### src/rtl/cnu_row_stream_if.sv
// Edge stream interface for cnu_row_stream: input edge handshake, output edge
// handshake, and the per-row statistics that accompany the output stream.
interface cnu_row_stream_if #(
  parameter int unsigned BITS     = 8,
  parameter int unsigned LANES    = 4,
  parameter int unsigned DMAX     = 10,
  parameter int unsigned IDX_BITS = $clog2(DMAX)
);
  localparam int unsigned DegW = $clog2(DMAX + 1);

  logic                      i_valid;
  logic                      o_ready;
  logic                      i_last;
  logic [LANES*BITS-1:0]     i_gamma_old;
  logic [LANES*BITS-1:0]     i_beta_old;
  logic                      o_valid;
  logic                      i_ready;
  logic                      o_last;
  logic [LANES*BITS-1:0]     o_beta_new;
  logic [LANES*BITS-1:0]     o_gamma_new;
  logic [LANES*(BITS-1)-1:0] o_min1;
  logic [LANES*(BITS-1)-1:0] o_min2;
  logic [LANES*IDX_BITS-1:0] o_idx;
  logic [LANES-1:0]          o_sign;
  logic [DegW-1:0]           o_deg;

  // Row processor side.
  modport slave (
    input  i_valid, i_last, i_gamma_old, i_beta_old, i_ready,
    output o_ready, o_valid, o_last, o_beta_new, o_gamma_new,
    output o_min1, o_min2, o_idx, o_sign, o_deg
  );

  // Memory / scheduler side.
  modport master (
    output i_valid, i_last, i_gamma_old, i_beta_old, i_ready,
    input  o_ready, o_valid, o_last, o_beta_new, o_gamma_new,
    input  o_min1, o_min2, o_idx, o_sign, o_deg
  );
endinterface

### src/rtl/cnu_row_stream.sv
// Streaming layered offset-min-sum check-node row processor. ACCUM takes one
// edge per cycle, buffers saturated alpha values and tracks min1/min2/idx/sign
// per lane; EMIT replays the row producing new check messages and APP values.
module cnu_row_stream #(
  parameter int unsigned BITS     = 8,
  parameter int unsigned LANES    = 4,
  parameter int unsigned DMAX     = 10,
  parameter int unsigned OFFSET   = 1,
  parameter int unsigned MAX      = 2 ** (BITS - 1) - 1,
  parameter int unsigned IDX_BITS = $clog2(DMAX)
) (
  input logic            clk,
  input logic            rst_n,
  cnu_row_stream_if.slave row
);
  localparam int unsigned DegW = $clog2(DMAX + 1);

  localparam logic [0:0] StAccum = 1'b0;
  localparam logic [0:0] StEmit  = 1'b1;

  localparam logic signed [BITS:0] MaxP  = (BITS + 1)'(MAX);
  localparam logic signed [BITS:0] MaxN  = -MaxP;
  localparam logic [BITS-2:0]      MaxM  = (BITS - 1)'(MAX);
  localparam logic [BITS-2:0]      OffM  = (BITS - 1)'(OFFSET);

  // Clamp a one-bit-wider signed value into [-MAX, MAX].
  function automatic logic [BITS-1:0] sat(input logic signed [BITS:0] x);
    if (x > MaxP)      return MaxP[BITS-1:0];
    else if (x < MaxN) return MaxN[BITS-1:0];
    else               return x[BITS-1:0];
  endfunction

  function automatic logic [BITS-1:0] sub_sat(input logic [BITS-1:0] g, input logic [BITS-1:0] b);
    logic signed [BITS:0] d;
    d = $signed({g[BITS-1], g}) - $signed({b[BITS-1], b});
    return sat(d);
  endfunction

  // Alpha is never -2^(BITS-1), so the magnitude always fits in BITS-1 bits.
  function automatic logic [BITS-2:0] abs_mag(input logic [BITS-1:0] a);
    logic [BITS-1:0] n;
    n = a[BITS-1] ? (~a + 1'b1) : a;
    return n[BITS-2:0];
  endfunction

  logic [0:0]                          state_q, state_d;
  logic [DegW-1:0]                     cnt_q, cnt_d;
  logic [DegW-1:0]                     j_q, j_d;
  logic [DegW-1:0]                     deg_q, deg_d;
  logic [LANES-1:0][BITS-2:0]          min1_q, min1_d;
  logic [LANES-1:0][BITS-2:0]          min2_q, min2_d;
  logic [LANES-1:0][IDX_BITS-1:0]      idx_q, idx_d;
  logic [LANES-1:0]                    sign_q, sign_d;
  logic [LANES-1:0][BITS-1:0]          buf_q [DMAX];

  logic [LANES-1:0][BITS-1:0]          alpha;
  logic [LANES-1:0][BITS-1:0]          beta_w, gamma_w;
  logic                                in_fire, in_last, out_fire, emit_last, first;
  logic [IDX_BITS-1:0]                 jx;
  logic [BITS-2:0]                     mag, b1, b2, m, bmag;
  logic [IDX_BITS-1:0]                 bi;
  logic                                bs;
  logic [BITS-1:0]                     a_j, b_j;

  assign in_fire   = row.i_valid && (state_q == StAccum);
  assign in_last   = row.i_last || (cnt_q == DegW'(DMAX - 1));
  assign out_fire  = (state_q == StEmit) && row.i_ready;
  assign emit_last = (j_q == deg_q - DegW'(1));
  assign first     = (cnt_q == '0);
  assign jx        = j_q[IDX_BITS-1:0];

  // Saturated alpha per lane and the running min/idx/sign update on accept.
  always_comb begin
    alpha  = '0;
    min1_d = min1_q;
    min2_d = min2_q;
    idx_d  = idx_q;
    sign_d = sign_q;
    mag    = '0;
    b1     = '0;
    b2     = '0;
    bi     = '0;
    bs     = 1'b0;
    for (int l = 0; l < LANES; l++) begin
      alpha[l] = sub_sat(row.i_gamma_old[l*BITS +: BITS], row.i_beta_old[l*BITS +: BITS]);
      mag = abs_mag(alpha[l]);
      // First edge of a row compares against MAX instead of stale state.
      b1  = first ? MaxM : min1_q[l];
      b2  = first ? MaxM : min2_q[l];
      bi  = first ? '0 : idx_q[l];
      bs  = first ? 1'b0 : sign_q[l];
      if (in_fire) begin
        min1_d[l] = b1;
        min2_d[l] = b2;
        idx_d[l]  = bi;
        sign_d[l] = bs ^ alpha[l][BITS-1];
        // Strict compares keep the earlier index on ties.
        if (mag < b1) begin
          min2_d[l] = b1;
          min1_d[l] = mag;
          idx_d[l]  = cnt_q[IDX_BITS-1:0];
        end else if (mag < b2) begin
          min2_d[l] = mag;
        end
      end
    end
  end

  // Row sequencing: ACCUM counts accepted edges, EMIT walks j over the row.
  always_comb begin
    state_d = state_q;
    cnt_d   = cnt_q;
    j_d     = j_q;
    deg_d   = deg_q;
    case (state_q)
      StAccum: begin
        if (in_fire) begin
          cnt_d = cnt_q + DegW'(1);
          if (in_last) begin
            state_d = StEmit;
            deg_d   = cnt_q + DegW'(1);
            j_d     = '0;
          end
        end
      end
      default: begin
        if (out_fire) begin
          if (emit_last) begin
            state_d = StAccum;
            cnt_d   = '0;
            j_d     = '0;
          end else begin
            j_d = j_q + DegW'(1);
          end
        end
      end
    endcase
  end

  // Output edge j: offset-min-sum message and updated APP, zero outside EMIT.
  always_comb begin
    beta_w  = '0;
    gamma_w = '0;
    a_j     = '0;
    b_j     = '0;
    m       = '0;
    bmag    = '0;
    for (int l = 0; l < LANES; l++) begin
      a_j  = buf_q[jx][l];
      m    = (jx == idx_q[l]) ? min2_q[l] : min1_q[l];
      bmag = (m > OffM) ? (m - OffM) : '0;
      b_j  = {1'b0, bmag};
      if (sign_q[l] ^ a_j[BITS-1]) b_j = -b_j;
      if (state_q == StEmit) begin
        beta_w[l]  = b_j;
        gamma_w[l] = sat($signed({a_j[BITS-1], a_j}) + $signed({b_j[BITS-1], b_j}));
      end
    end
  end

  // Control and per-row statistics registers.
  always_ff @(posedge clk or negedge rst_n) begin
    if (!rst_n) begin
      state_q <= StAccum;
      cnt_q   <= '0;
      j_q     <= '0;
      deg_q   <= '0;
      min1_q  <= '0;
      min2_q  <= '0;
      idx_q   <= '0;
      sign_q  <= '0;
    end else begin
      state_q <= state_d;
      cnt_q   <= cnt_d;
      j_q     <= j_d;
      deg_q   <= deg_d;
      min1_q  <= min1_d;
      min2_q  <= min2_d;
      idx_q   <= idx_d;
      sign_q  <= sign_d;
    end
  end

  // Alpha edge buffer, written at slot cnt on each accepted edge.
  always_ff @(posedge clk or negedge rst_n) begin
    if (!rst_n) begin
      for (int k = 0; k < DMAX; k++) buf_q[k] <= '0;
    end else if (in_fire) begin
      buf_q[cnt_q[IDX_BITS-1:0]] <= alpha;
    end
  end

  assign row.o_ready     = (state_q == StAccum);
  assign row.o_valid     = (state_q == StEmit);
  assign row.o_last      = (state_q == StEmit) && emit_last;
  assign row.o_beta_new  = beta_w;
  assign row.o_gamma_new = gamma_w;
  assign row.o_min1      = min1_q;
  assign row.o_min2      = min2_q;
  assign row.o_idx       = idx_q;
  assign row.o_sign      = sign_q;
  assign row.o_deg       = deg_q;

endmodule

### src/flat_wrapper.sv
// flat-port wrapper written by rule: the top's interface ports become plain ports
module cnu_row_stream_flat 
#(
  parameter int unsigned BITS     = 8,
  parameter int unsigned LANES    = 4,
  parameter int unsigned DMAX     = 10,
  parameter int unsigned OFFSET   = 1,
  parameter int unsigned MAX      = 2 ** (BITS - 1) - 1,
  parameter int unsigned IDX_BITS = $clog2(DMAX)
)
  (clk, rst_n, row_i_valid, row_i_last, row_i_gamma_old, row_i_beta_old, row_i_ready, row_o_ready, row_o_valid, row_o_last, row_o_beta_new, row_o_gamma_new, row_o_min1, row_o_min2, row_o_idx, row_o_sign, row_o_deg);
  cnu_row_stream_if #(.BITS(BITS), .LANES(LANES), .DMAX(DMAX), .IDX_BITS(IDX_BITS)) row_i ();
  input logic clk;
  input logic rst_n;
  input wire logic [$bits(row_i.i_valid)-1:0] row_i_valid;
  input wire logic [$bits(row_i.i_last)-1:0] row_i_last;
  input wire logic [$bits(row_i.i_gamma_old)-1:0] row_i_gamma_old;
  input wire logic [$bits(row_i.i_beta_old)-1:0] row_i_beta_old;
  input wire logic [$bits(row_i.i_ready)-1:0] row_i_ready;
  output wire logic [$bits(row_i.o_ready)-1:0] row_o_ready;
  output wire logic [$bits(row_i.o_valid)-1:0] row_o_valid;
  output wire logic [$bits(row_i.o_last)-1:0] row_o_last;
  output wire logic [$bits(row_i.o_beta_new)-1:0] row_o_beta_new;
  output wire logic [$bits(row_i.o_gamma_new)-1:0] row_o_gamma_new;
  output wire logic [$bits(row_i.o_min1)-1:0] row_o_min1;
  output wire logic [$bits(row_i.o_min2)-1:0] row_o_min2;
  output wire logic [$bits(row_i.o_idx)-1:0] row_o_idx;
  output wire logic [$bits(row_i.o_sign)-1:0] row_o_sign;
  output wire logic [$bits(row_i.o_deg)-1:0] row_o_deg;
  assign row_i.i_valid = row_i_valid;
  assign row_i.i_last = row_i_last;
  assign row_i.i_gamma_old = row_i_gamma_old;
  assign row_i.i_beta_old = row_i_beta_old;
  assign row_i.i_ready = row_i_ready;
  assign row_o_ready = row_i.o_ready;
  assign row_o_valid = row_i.o_valid;
  assign row_o_last = row_i.o_last;
  assign row_o_beta_new = row_i.o_beta_new;
  assign row_o_gamma_new = row_i.o_gamma_new;
  assign row_o_min1 = row_i.o_min1;
  assign row_o_min2 = row_i.o_min2;
  assign row_o_idx = row_i.o_idx;
  assign row_o_sign = row_i.o_sign;
  assign row_o_deg = row_i.o_deg;
  cnu_row_stream #(.BITS(BITS), .LANES(LANES), .DMAX(DMAX), .OFFSET(OFFSET), .MAX(MAX), .IDX_BITS(IDX_BITS)) u_core (.clk(clk), .rst_n(rst_n), .row(row_i));
endmodule
### config.mk
export PLATFORM = sky130hd
export DESIGN_NAME = cnu_row_stream_flat
export DESIGN_NICKNAME = d
export VERILOG_FILES = /design/src/rtl/cnu_row_stream_if.sv /design/src/rtl/cnu_row_stream.sv /design/src/flat_wrapper.sv
export SDC_FILE = /design/constraint.sdc
export NUM_CORES = 1
export LEC_CHECK = 0
export ABC_AREA = 1
export CAP_MARGIN = 20
export CELL_PAD_IN_SITES_DETAIL_PLACEMENT = 0
export CELL_PAD_IN_SITES_GLOBAL_PLACEMENT = 1
export CORE_MARGIN = 1.5
export CORE_UTILIZATION = 35
export DETAILED_ROUTE_END_ITERATION = 10
export PLACE_DENSITY = 0.77
export SLEW_MARGIN = 40
export SYNTH_ARGS = -nofsm -noshare
export SYNTH_HDL_FRONTEND = slang
export SYNTH_SLANG_ARGS = --single-unit
### constraint.sdc
create_clock -name clk -period 10.74 [get_ports clk]
set_input_delay 1.074 -clock clk [delete_from_list [all_inputs] [get_ports clk]]
set_output_delay 1.074 -clock clk [all_outputs]
set_load 0.02 [all_outputs]
==> results.md <==
- Flops & latches, synth: ~410
- DRC Markers: 0
- CTS tree: yes
- Min Tclk post-route: a little under 8 ns
- Post-route ant nets: 0
- CP max-delay cell: dfrtp_4
- Drt pass-1 iters: 6
- Top-area cell type share of the netlist area: 0.3758
- Status: completed
- Fin. Hold Viols: 0
- Largest net degree at the start of global routing: roughly 150
- Pins Over Slew Limit: 0
- Setup Skew: about 0.018 ns
- Predominant post-synthesis flop cell: dfrtp_1
- Vias: 25.02k
- DRT iter0 DRCs: 1,884
- Startpoint types: flop
- Fin nets: 4,129
- Placeable Area: a little under 0.08 mm2
- First-pass GRT wire length: ~140,000 um
- Die ar.: slightly below 0.08 mm2
- Gate Count Post-Synth: between 3k and 4k
- Die Wd: around 280 um
- # resized after CTS: 0
- Synth area leaders: dfrtp_1, nand2_1, o21ai_0
- CP peak stage delay: 0.83 ns
- Die Ht: about 280 um
- Global route total overflow: 0
- Crit Path Max Fanout: 60
- Worst setup EP type: output port
- DR WL/cell: 17.67 um
- Clk_lat worst skew: about 0.6 ns
- Ratio of cells with drive above 1 in the final layout: 0.07523
- Fillcell total: 8,023
- Number of CTS-inserted buffers: between 40 and 50
- Fraction of registers with async set/reset: 1.000
- Clk sink count: 409
- Setup violators final: 0
- Ports: 216
- Synth cell types: between 50 and 60
- TNS Setup: 0 ns
- Post-CTS setup buffer count: 0
- Vias in the first global route: around 24k
- Most common cell on crit path: nand2_1
- Syn nets: roughly 4k
- YS warnings: 0
- FP Rows: approximately 100
- Post-Syn Area per Cell: 7.149 um2
- Area growth syn-to-layout: 17.56%
- Initial antenna violation count: 1
- DP Wirelength: around 60,000 um
- Post-synth top area cell: dfrtp_1
- Synthesized area: about 0.027 mm2
- Final WL: approximately 88,000 um
- Root Buffer: clkbuf_16
- I/O Buffers: approximately 220
- Most instantiated cells after synthesis: nand2_1, o21ai_0, inv_1
- Hold-fix buffers, CTS: 0
- Worst endpoint required time: 9.67 ns
- F_max: about 130 MHz
- Worst Max-Slew Pin Slew: ~0.85 ns
- Top-count cell post-synth: nand2_1
- Worst Hold Class: in -> async
- Max-cap viol count: 0
- CP top delay family: simple AND/OR/NAND/NOR gates
- Worst-path clk slew: roughly 0.06 ns
- Period utilization: 0.7278
- CTS H-tree depth: 2
- Post-synth EDFFs: 0
- GPL Wtd Cong: 0.8674
- Starting Density: 0.3528
- Reg-to-Reg Start: u_core.cnt_q[0]
- R2R setup slack: around 6.5 ns
- Worst reg-to-reg path cell count: 15
- Vias per cell: between 5 and 6
- Reg-to-Reg End: u_core.row.o_idx[5]
- Register area share after synthesis: 0.3758
- Crit path DAT: around 6.7 ns
- CTS Buffer Depth: 3
- RSZ-0062 raised after global routing: no
- GRT Total Usage: 0.2212
- Crit Path Category: reg -> out
- Relative slew slack: 0.4346
- Buf/Inv on CP: 8
-- state kept, by name, indices dropped and copies added, names as in the netlist --
signal,flops
u_core.buf_q,320
u_core.row.o_min2,28
u_core.cnt_q,4
u_core.j_q,4
u_core.row.o_min1,28
u_core.row.o_sign,4
u_core.row.o_valid,1
u_core.row.o_idx,16
u_core.row.o_deg,4
-- cell families after synthesis --
| family | synth area share |
|---|---|
| compound gates | 0.1733 |
| xor+xnor | 0.02857 |
| fa+ha+maj | 0.06560 |
| buf+inv | 0.08811 |
| flops | 0.3758 |
| mux | 0.003308 |
| simple gates | 0.2653 |
-- metrics by stage --
step	std cells	cell area, um2	hold slack [ns]	util	worst slack, ns
2_1_floorplan	3810	27240	0.4478	-	5.532
3_3_place_gp	4911	30250	0.4613	0.3918	3.527
3_5_place_dp	4912	30300	0.4683	0.3925	3.573
4_1_cts	5000	31990	0.4830	0.4143	2.906
5_1_grt	5001	32020	0.3790	0.4147	2.362
6_report	5002	32020	0.3615	0.4147	2.923
-- layer usage --
metal	GRT usage	part of all wire
met1	0.2941	0.45
met2	0.3733	0.47
met3	0.03257	0.056
met4	0.06024	0.024
met5	0	0.00015
-- worst max-delay path by stage --
stage | start | endpoint | slack (ns) | depth (start not counted)
2_1_floorplan | u_core.j_q[2] | row_o_gamma_new[3] | 5.53 | 34
3_3_place_gp | u_core.j_q[0] | row_o_gamma_new[4] | 3.53 | 32
3_5_place_dp | u_core.j_q[0] | row_o_gamma_new[0] | 3.57 | 34
4_1_cts | u_core.j_q[0] | row_o_gamma_new[0] | 2.91 | 34
5_1_grt | u_core.j_q[0] | row_o_gamma_new[4] | 2.36 | 34
6_report | u_core.j_q[0] | row_o_gamma_new[4] | 2.92 | 32
-- placed cells by master, fill, tap and decap left out, drive strengths merged, types with 73 or more instances in the layout --
cell and count:
a21oi 190, clkdlybuf4s50 214, dfrtp 409, ha 130, inv 435, nand2 1186
nand3 166, nor2 281, o21ai 536, xor2 73
-- layout make-up --
| type | count | area, um2 | area share |
|---|---|---|---|
| diodes | 1 | 2.502 | 0.00007815 |
| clock inverters | 19 | 302.8 | 0.009456 |
| multi-input cells | 2775 | 14630 | 0.4568 |
| repair buffers | 255 | 2530 | 0.07901 |
| flip-flops and latches | 409 | 10240 | 0.3198 |
| clock buffers | 69 | 1380 | 0.04310 |
| well taps | 1040 | 1301 | 0.04064 |
| inverters | 434 | 1637 | 0.05111 |
-- worst reg2reg max path, stage by stage, from the launching register on --
cell and delay, ns:
dfrtp_1 0.47, inv_1 0.30, ha_1 0.28, nand2_1 0.10, inv_2 0.06, buf_4 0.58, nor2_1 0.25, ha_1 0.34
a21oi_1 0.17, nand2_1 0.09, nand2_1 0.06, nand2_1 0.36, inv_1 0.56, nand2_1 0.27, nand2_1 0.18, o22ai_1 0.10
Power is not shown: default switching activity piles up to over one toggle a cycle in this logic, so the estimate is an artifact.
